==> config.mk <==
export PLATFORM = sky130hd
export DESIGN_NAME = offchip_mem_arbiter
export DESIGN_NICKNAME = d
export VERILOG_FILES = /design/src/rtl/offchip_mem_arbiter.sv
export SDC_FILE = /design/constraint.sdc
export NUM_CORES = 1
export LEC_CHECK = 0
export CAP_MARGIN = 15
export CORE_AREA = 3 3 117 119
export CTS_BUF_LIST = sky130_fd_sc_hd__clkbuf_4
export CTS_CLUSTER_SIZE = 30
export DETAILED_ROUTE_END_ITERATION = 12
export DIE_AREA = 0 0 120 122
export GPL_TIMING_DRIVEN = 0
export PLACE_DENSITY = 0.83
export SYNTH_ARGS = -nofsm -noshare
export SYNTH_HDL_FRONTEND = slang
export SYNTH_SLANG_ARGS = --single-unit
==> constraint.sdc <==
create_clock -name clk -period 1.67 [get_ports clk]
set_clock_uncertainty 0.2 [all_clocks]
set_input_delay 0.2505 -clock clk [delete_from_list [all_inputs] [get_ports clk]]
set_output_delay 0.2505 -clock clk [all_outputs]
set_load 0.01 [all_outputs]
==> src/rtl/offchip_mem_arbiter.sv <==
// Round-robin two-requester read arbiter for the off-chip memory port, one transaction in flight.
// Optional WAIT timeout with error response: define ARB_TIMEOUT_EN.
module offchip_mem_arbiter #(
  parameter int AW             = 6,
  parameter int DW             = 64,
  parameter int TIMEOUT_CYCLES = 16
) (
  input  logic          clk,
  input  logic          rst,
  input  logic          req0,
  input  logic          req1,
  input  logic [AW-1:0] addr0,
  input  logic [AW-1:0] addr1,
  output logic          ack0,
  output logic          ack1,
  output logic [DW-1:0] rdata0,
  output logic [DW-1:0] rdata1,
  output logic          err0,
  output logic          err1,
  output logic          busy,
  output logic          mem_rd_en,
  output logic [AW-1:0] mem_addr,
  input  logic          mem_data_rdy,
  input  logic [DW-1:0] mem_data
);
  typedef enum logic [1:0] {IDLE, ISSUE, WAIT, RESP} state_t;

  state_t        state, state_nxt;
  logic          gnt, last, win, start, done, expire;
  logic [DW-1:0] resp_data;

`ifdef ARB_TIMEOUT_EN
  localparam int CW = $clog2(TIMEOUT_CYCLES + 1);
  logic [CW-1:0] cnt;

  always_ff @(posedge clk) begin
    if (rst || state == ISSUE) cnt <= '0;
    else if (state == WAIT)    cnt <= cnt + CW'(1);
  end
`endif

  // Tie goes to whoever was not served last; a lone requester always wins.
  assign win   = (req0 && req1) ? ~last : req1;
  assign start = (state == IDLE) && (req0 || req1);
  assign busy  = (state != IDLE);

  always_comb begin
    state_nxt = state;
    done      = 1'b0;
    expire    = 1'b0;
    case (state)
      IDLE:  if (req0 || req1) state_nxt = ISSUE;
      ISSUE: state_nxt = WAIT;
      WAIT: begin
        if (mem_data_rdy) begin
          done      = 1'b1;
          state_nxt = RESP;
        end
`ifdef ARB_TIMEOUT_EN
        // Data arriving on the expiry cycle still takes the normal path.
        else if (cnt == CW'(TIMEOUT_CYCLES)) begin
          done      = 1'b1;
          expire    = 1'b1;
          state_nxt = RESP;
        end
`endif
      end
      RESP:    state_nxt = IDLE;
      default: state_nxt = IDLE;
    endcase
  end

  assign resp_data = expire ? '0 : mem_data;

  always_ff @(posedge clk) begin
    if (rst) begin
      state     <= IDLE;
      gnt       <= 1'b0;
      last      <= 1'b1;
      mem_addr  <= '0;
      mem_rd_en <= 1'b0;
      ack0      <= 1'b0;
      ack1      <= 1'b0;
      rdata0    <= '0;
      rdata1    <= '0;
    end else begin
      state     <= state_nxt;
      mem_rd_en <= start;
      ack0      <= done && !gnt;
      ack1      <= done && gnt;
      if (start) begin
        gnt      <= win;
        mem_addr <= win ? addr1 : addr0;
      end
      if (state == RESP) last <= gnt;
      if (done && !gnt)  rdata0 <= resp_data;
      if (done && gnt)   rdata1 <= resp_data;
    end
  end

`ifdef ARB_TIMEOUT_EN
  always_ff @(posedge clk) begin
    if (rst) begin
      err0 <= 1'b0;
      err1 <= 1'b0;
    end else begin
      err0 <= expire && !gnt;
      err1 <= expire && gnt;
    end
  end
`else
  assign err0 = 1'b0;
  assign err1 = 1'b0;
`endif

endmodule

Yosys cells after proc, flatten, opt, wreduce, memory -nomap -nowiden
Index checks and enable logic that the tools add are counted.
{ "classes": {"reduce_logical": 9, "mux": 7, "n_eq_ne": 5, "n_bitwise": 1} }
{ "ops": {"columns": ["cell", "n"], "rows": [
  ["$pmux 2 s4", 1],
  ["$mux 6", 1],
  ["$eq 2x2->1 const B", 2],
  ["$logic_and 1x1->1", 4],
  ["$mux 2", 2],
  ["$mux 1", 3],
  ["$eq 2x1->1 const B", 1],
  ["$logic_not 2->1", 1],
  ["$ne 2x1->1 const B", 1],
  ["$ne 2x2->1 const B", 1],
  ["$reduce_and 2->1", 1],
  ["$reduce_bool 2->1", 1],
  ["$logic_not 1->1", 1],
  ["$logic_or 1x1->1", 1],
  ["$not 1->1", 1]
]} }
{ "totals": {"register_bits": 141, "output_inout_bits": 140, "elab_cells": 31} }

Depth between registers and ports, before layout
Gate-level depths: netlist (run 1).
{ "logic_depth": {"ltp_word": 3, "ltp_mapped": 7, "mapped_depth_nobuf": 5} }

Worst setup path before layout (run 1)
Ideal clock, no wire load.
{ "synth_timing": {"path_kind": "register to register", "from": "register state[0]", "to": "register rdata1[10]", "period_less_slack_ns": 1.516, "path_slack_ns": 0.154, "stages_incl_launch_ff": 8, "t_arrival_ns": 1.183, "cell_sequence": "dfxtp_1 inv_1 ha_1 and3_1 buf_4 buf_4 nand2_1 a21oi_1"} }
{ "synth_between": {"elab_chain_cells": 3} }
{ "synth_rtl": {"columns": ["element", "line", "text"], "rows": [
  ["from (decl)", "28", "state_t state, state_nxt;"],
  ["from (signal assigned)", "87", "state <= state_nxt;"],
  ["$eq 2x2->1", "51", "case (state)"],
  ["$mux 1", "51", null],
  ["$logic_and 1x1->1", "97", "if (done && gnt) rdata1 <= resp_data;"],
  ["to (signal assigned)", "97", null],
  ["to (decl)", "17", "output logic [DW-1:0] rdata1,"]
]} }
Every way passes these cells.
A chain may end at the register's enable or synchronous reset.

Final worst setup path (run 1)
{ "layout_timing": {"from": "register state[0]", "to": "output port busy"} }
{ "layout_between": {"elab_chain_cells": 1} }
{ "layout_rtl": {"columns": ["element", "line", "text"], "rows": [
  ["$reduce_bool 2->1", "45", "assign busy = (state != IDLE);"],
  ["to (decl)", "20", "output logic busy,"]
]} }
Every way passes these cells.

==> summary.txt, run 1 <==
Power and ir drop
  – Power per cell area: ~1000 nW/µm²
  – Clk pwr share: between 30% and 40%
  – Part of the power in registers: 48.1%
  – Sw Pwr: 2.23 mW
  – Comb pwr share: 21.8%
  – Cell-internal power: 5.68 mW
  – Switching part of the total: 28.2%
  – Leakage: 2.96 nW
  – Max VDD drop: slightly below 0.0007 V

Global routing
  – Vias in the first global route: ~4700
  – Initial antenna violation count: 0
  – Tot GR Track Use: around 20%
  – First-pass GRT wire length: 23800 µm
  – Largest net degree at the start of global routing: 17
  – Congestion Overflow GR: 0

Finish
  – Antenna diodes: 0
  – Cell Count, Final, Fillers Out: between 1000 and 1500
  – Area Growth Syn to Fin: 51.4%
  – Nets@finish: between 900 and 1000
  – Share of cells above drive strength 1: approximately 15%

Clock network
  – CTS buffer count: 17
  – Worst-path clk slew: approximately 0.13 ns
  – Max Root-Sink Buffers: 2
  – Clock insertion delay at the later pin of the skew report: roughly 0.52 ns
  – CTS tree: done
  – Htree depth: 4
  – Clock tree sinks: ~140
  – CTS root buf: clkbuf_4

Yosys
  – Synth top area cells: dfxtp_1, nand2_1, a21oi_1
  – Area share of the largest cell type after synthesis: 55.9%
  – Cell taking the most area after synthesis: dfxtp_1
  – #FFs+latches synth: ~140
  – Netlist cell types: 25
  – Synth Instances: 618
  – Synth Warn #: 0
  – Syn_area_per_cell: 8.18 µm²
  – Sequential element share of the synthesized area: between 50% and 60%
  – Mapped Area: just over 5000 µm²

Timing
  – Tmin final: 1.72 ns
  – Final worst path period share: 103%
  – Hold Vio Cnt, Final: 0
  – Worst-Margin Slew: roughly 0.51 ns
  – Fmax achieved: between 500 and 600 MHz
  – Post-route setup slack: -0.0489 ns
  – Number of setup violations in the final report: 28
  – Fin Setup TNS: -0.240 ns
  – RSZ-0062 raised after global routing: yes
  – Max Slew Vio Count: 0
  – Slew Limit Headroom: between 60 and 70%

Floorplanning
  – Initial core utilization: between 30 and 40%
  – Area of the die: 14600 µm²
  – Row count: 41
  – Die Ht: around 120 µm
  – Die X: 120 µm
  – I/O pin total: between 200 and 250
  – Core area: about 13000 µm²

Place
  – Buffers on Ports: around 220
  – Hpwl dp: around 11000 µm
  – Dpl ws: -0.269 ns
  – RePlAce Congestion: between 0.8 and 0.9
  – Post-Place Cells: 1008

Worst setup path
  – Worst setup EP type: output port
  – Startpoint types: flop
  – Worst Path Class, Setup: flop to output port
  – Max FO, Critical Path: 3
  – R2R cell count: 7
  – CP Data Required Time: 1.22 ns
  – Crit path DAT: ~1.3 ns

Drt
  – DR DRC count: 0
  – Antenna Nets Post-Route: 0
  – Post-Route WL: between 15000 and 20000 µm
  – Drt first pass iters: 4
  – Via count: slightly below 5000
  – Routed len/inst: between 10 and 15 µm
  – DRT iter0 DRCs: around 360
  – Vias per cell: roughly 4.7

Min path
  – Hold Path Stages: 3
  – Hold Path Class: primary input to flop

Run status
  – Failing checks: negative setup slack
  – Status: finished with violations

Flow run
  – Max-cap violations: 0
[per-stage QoR]
stage                     total power [mW]  util [%]  hold slack (ns)  instance area [µm²]
after floorplan                       4.68         -            0.186                 5060
after global placement                5.61      58.7            0.241                 7440
after detailed placement              5.65      58.7            0.246                 7440
after CTS                             7.96      61.0           0.0261                 7730
after global routing                  8.31      60.4           0.0463                 7650
final                                 7.91      60.4           0.0877                 7650
[synthesized netlist by cell type]
master,n
nor2_1,10
mux2i_1,7
dfxtp_1,141
conb_1,1
nor2b_1,1
clkbuf_1,12
a211oi_2,6
buf_4,22
nand2_1,256
ha_1,3
inv_1,4
nand2b_1,2
and3_1,1
o21a_1,2
nand3_1,1
a21oi_1,129
buf_1,3
o21ai_0,1
a211o_1,1
buf_2,10
o32a_2,1
a21boi_4,1
nand3b_1,1
and3b_1,1
a22oi_1,1
[layout make-up]
type	instances	area, µm²
fillers	1146	5020
flip-flops and latches	141	2830
multi-input cells	427	1960
repair buffers	221	1950
plain buffers	47	363
well taps	172	215
clock inverters	14	175
clock buffers	18	135
inverters	4	17.5
[layout by cell type (no fill, tap or decap), types with 3 or more instances in the layout]
cell             synthesis  final
clkbuf_2                 0     48
clkbuf_1                12     10
a211oi_2                 6      6
buf_2                   10      3
dfxtp_2                  0      5
clkinv_2                 0      4
buf_1                    3      3
nor2_1                  10     10
nand2_1                256    256
a21oi_1                129    129
clkdlybuf4s50_1          0     79
clkdlybuf4s15_1          0     67
buf_4                   22     13
bufinv_16                0      4
dfxtp_1                141    135
buf_6                    0     20
clkbuf_4                 0     18
dlygate4sd2_1            0     22
mux2i_1                  7      7
clkinv_1                 0      3
[critical path: stages, from the launching register on]
cell     delay, ns
dfxtp_2       0.35
inv_2         0.08
ha_4          0.16
inv_4         0.04
buf_6         0.11
[registers in the layout, indices dropped and copies added (netlist names)]
signal,flops
state,2
ack0,1
ack1,1
mem_addr,6
rdata0,64
rdata1,64
mem_rd_en,1
last,1
gnt,1
[layer usage]
layer  global-route usage [%]  share of wire, %
met1                     24.5                42
met4                     7.37               1.7
met3                     7.10               6.5
met5                        0                 0
met2                     34.1                50
[logic make-up (layout without fill, tap and decap cells)]
kind of cell | count (synthesis) | in the layout | synth area share (%)
adder cells (fa/ha/maj) | 3 | 3 | 0.743
flip-flops | 141 | 141 | 55.9
AND/OR/NAND/NOR | 273 | 273 | 20.7
buffers and inverters | 51 | 304 | 5.67
multiplexers | 7 | 7 | 1.39
other | 1 | 2 | 0.0742
AO/OA/AOI/OAI | 142 | 142 | 15.6
[final timing paths]
kind	start	end	slack, ns
worst max register to register	state[0]	rdata0[20]	-0.03
worst min register to register	rdata1[14]	rdata1[14]	0.26
worst max-delay path	state[0]	busy	-0.05
worst min-delay path	mem_data[46]	rdata1[46]	0.09
[power by group through the flow]
stage               Combinational, mW  Sequential (mW)  Clock [mW]
floorplan                       0.690             3.99           0
global placement                 1.75             3.86           0
detailed placement               1.77             3.88           0
CTS                              1.71             3.79        2.46
global route                     1.87             3.84        2.60
finish                           1.72             3.80        2.38
[repair_timing]
item	in CTS	in global routing
setup endpoints to repair	259	230
pin swaps	1	1
gates resized for setup	202	145
hold buffers	1	0
hold endpoints to repair	8	0
buffers inserted	1	2
(Power assumes the default switching activity.)
==> run 2: changes to the inputs <==
--- a/config.mk
+++ b/config.mk
@@ -6,13 +6,13 @@
 export NUM_CORES = 1
 export LEC_CHECK = 0
 export CAP_MARGIN = 15
-export CORE_AREA = 3 3 117 119
+export CORE_AREA = 3 3 105 132
 export CTS_BUF_LIST = sky130_fd_sc_hd__clkbuf_4
 export CTS_CLUSTER_SIZE = 30
 export DETAILED_ROUTE_END_ITERATION = 12
-export DIE_AREA = 0 0 120 122
+export DIE_AREA = 0 0 108 135
 export GPL_TIMING_DRIVEN = 0
-export PLACE_DENSITY = 0.83
+export PLACE_DENSITY = 0.84
 export SYNTH_ARGS = -nofsm -noshare
 export SYNTH_HDL_FRONTEND = slang
 export SYNTH_SLANG_ARGS = --single-unit
==> summary.txt, run 2 (same netlist as run 1, synthesis figures left out) <==
Global routing
  – Largest net degree at the start of global routing: 17
  – Initial antenna violation count: 1
  – Tot GR Track Use: between 20% and 30%
  – Vias in the first global route: around 4800
  – First-pass GRT wire length: 24300 µm
  – Congestion Overflow GR: 0

Timing
  – Fmax achieved: around 580 MHz
  – Slew Limit Headroom: approximately 50%
  – Final worst path period share: 103%
  – Worst-Margin Slew: 0.747 ns
  – Max Slew Vio Count: 0
  – Hold_ws: ~0.087 ns
  – Post-route setup slack: -0.0533 ns
  – Number of setup violations in the final report: 39
  – Hold Vio Cnt, Final: 0
  – RSZ-0062 raised after global routing: yes
  – Tmin final: approximately 1.7 ns

Worst setup path
  – Worst r2r src: state[1]
  – Startpoint types: flop
  – Reg2reg setup slack: -0.05 ns
  – RR Endpoint: rdata0[55]
  – CP Data Required Time: approximately 1.2 ns
  – R2R cell count: 7
  – Worst Path Class, Setup: flop to output port
  – Max FO, Critical Path: 3
  – Worst setup EP type: output port
  – Crit path DAT: approximately 1.3 ns

Floorplanning
  – Row count: 46
  – Die Ht: 135 µm
  – Area of the die: 14600 µm²
  – Die X: approximately 110 µm
  – Initial core utilization: around two fifths
  – I/O pin total: about 220
  – Core area: roughly 13000 µm²

Drt
  – DR DRC count: 0
  – Via count: ~5300
  – Vias per cell: 5.01
  – Drt first pass iters: 4
  – Antenna Nets Post-Route: 0
  – DRT iter0 DRCs: between 150 and 200
  – Post-Route WL: around 18000 µm
  – Routed len/inst: 17.0 µm

Place
  – RePlAce Congestion: 0.776
  – Placed cell area: 7440 µm²
  – Buffers on Ports: 217
  – Hpwl dp: 11400 µm

Power and ir drop
  – PnR Total Power: approximately 8.2 mW
  – Power per cell area: about 970 nW/µm²
  – Leakage: roughly 3.4 nW
  – Max VDD drop: roughly 0.00075 V

Run status
  – Failing checks: negative setup slack
  – Status: finished with violations

Clock network
  – Htree depth: 4
  – Clock tree sinks: 141
  – Worst-path clk slew: roughly 0.14 ns
  – Max Root-Sink Buffers: 2
  – CTS root buf: clkbuf_4
  – CTS tree: done
  – CTS buffer count: 17
  – Clock insertion delay at the later pin of the skew report: ~0.53 ns

Min path
  – Hold Path Stages: 3
  – Hold Path Class: primary input to flop
  – Hold Path End: rdata1[28]
  – HP Start: mem_data[28]

Finish
  – Area Growth Syn to Fin: 67.0%
  – Commonest non-fill, non-tap cell in the layout: nand2_1
  – Largest registers: rdata0 x64, rdata1 x64, mem_addr x6
  – Most frequent cells in the layout: nand2_1, dfxtp_1, clkdlybuf4s50_1, a21oi_1, clkbuf_2
  – Share of cells above drive strength 1: roughly a third
  – # fillers: between 1000 and 1500
  – Nets@finish: between 900 and 1000
  – Post-Layout Inst Area: 8440 µm²

Flow run
  – Max-cap violations: 0
## run 2: changes by cell type in the layout (fill, tap and decap cells not counted), sizes merged
cell,previous run,this run
buf,39,48
clkdlybuf4s15,69,60
inv,4,9
clkinv,8,5
clkinvlp,2,4
bufinv,4,1
clkbuf,76,105
diode,0,1
dlygate4sd2,22,8
## run 2: layer usage
layer / track usage, % / up-vias / routed length, µm
met3: 5.45 / 34 / 1030
li1: - / 2523 / -
met5: 0 / - / 0
met1: 24.9 / 2558 / 6870
met2: 36.6 / 179 / 9600
met4: 8.49 / 0 / 445
## run 2: repair_timing
| action | in CTS | in global routing |
|---|---|---|
| endpoints found under the setup margin | 259 | 254 |
| hold buffers | 1 | 0 |
| pin swaps | 1 | 73 |
| endpoints found under the hold margin | 1 | 0 |
| buffers inserted | 1 | 8 |
| cloned | 0 | 10 |
| resized for setup | 171 | 405 |
## run 2: area by class of cell
| type | count | area (µm²) | share of cell area [%] |
|---|---|---|---|
| antenna | 1 | 2.50 | 0.0297 |
| buffer | 47 | 438 | 5.19 |
| clock buffer | 17 | 128 | 1.51 |
| clock inverter | 15 | 138 | 1.63 |
| inverter | 4 | 20.0 | 0.237 |
| multi-input combinational | 427 | 2510 | 29.8 |
| sequential | 141 | 2850 | 33.7 |
| tap | 168 | 210 | 2.49 |
| timing repair buffer | 237 | 2140 | 25.4 |
## run 2: per-stage QoR
stage / cells / setup WS (ns) / utilization (%) / TNS (ns)
2_1_floorplan: 619 / 0.154 / - / 0
3_3_place_gp: 1004 / -0.226 / 58.5 / -21.60
3_5_place_dp: 1004 / -0.276 / 58.5 / -25.20
4_1_cts: 1038 / -0.166 / 59.9 / -0.166
5_1_grt: 1057 / -0.135 / 66.3 / -4.31
6_report: 1057 / -0.0533 / 66.3 / -0.656
## run 2: worst max-delay path by stage
stage | startpoint | endpoint | slack (ns) | cells past startpoint
4_1_cts | state[0] | busy | -0.17 | 4
5_1_grt | state[0] | busy | -0.14 | 4
3_5_place_dp | mem_data_rdy | rdata1[55] | -0.28 | 5
2_1_floorplan | state[0] | rdata1[10] | 0.15 | 7
6_report | state[0] | busy | -0.05 | 4
3_3_place_gp | mem_data_rdy | rdata1[54] | -0.23 | 5
## run 2: report_power, final
group          switching (mW)  internal [mW]
registers               0.160           3.66
logic                    1.14           1.08
clock network            1.37          0.759
## run 2: critical path, cell delays in order (launching register included)
cell and delay [ns]:
dfxtp_2 0.38, inv_4 0.05, ha_4 0.17, inv_4 0.05
buf_6 0.09
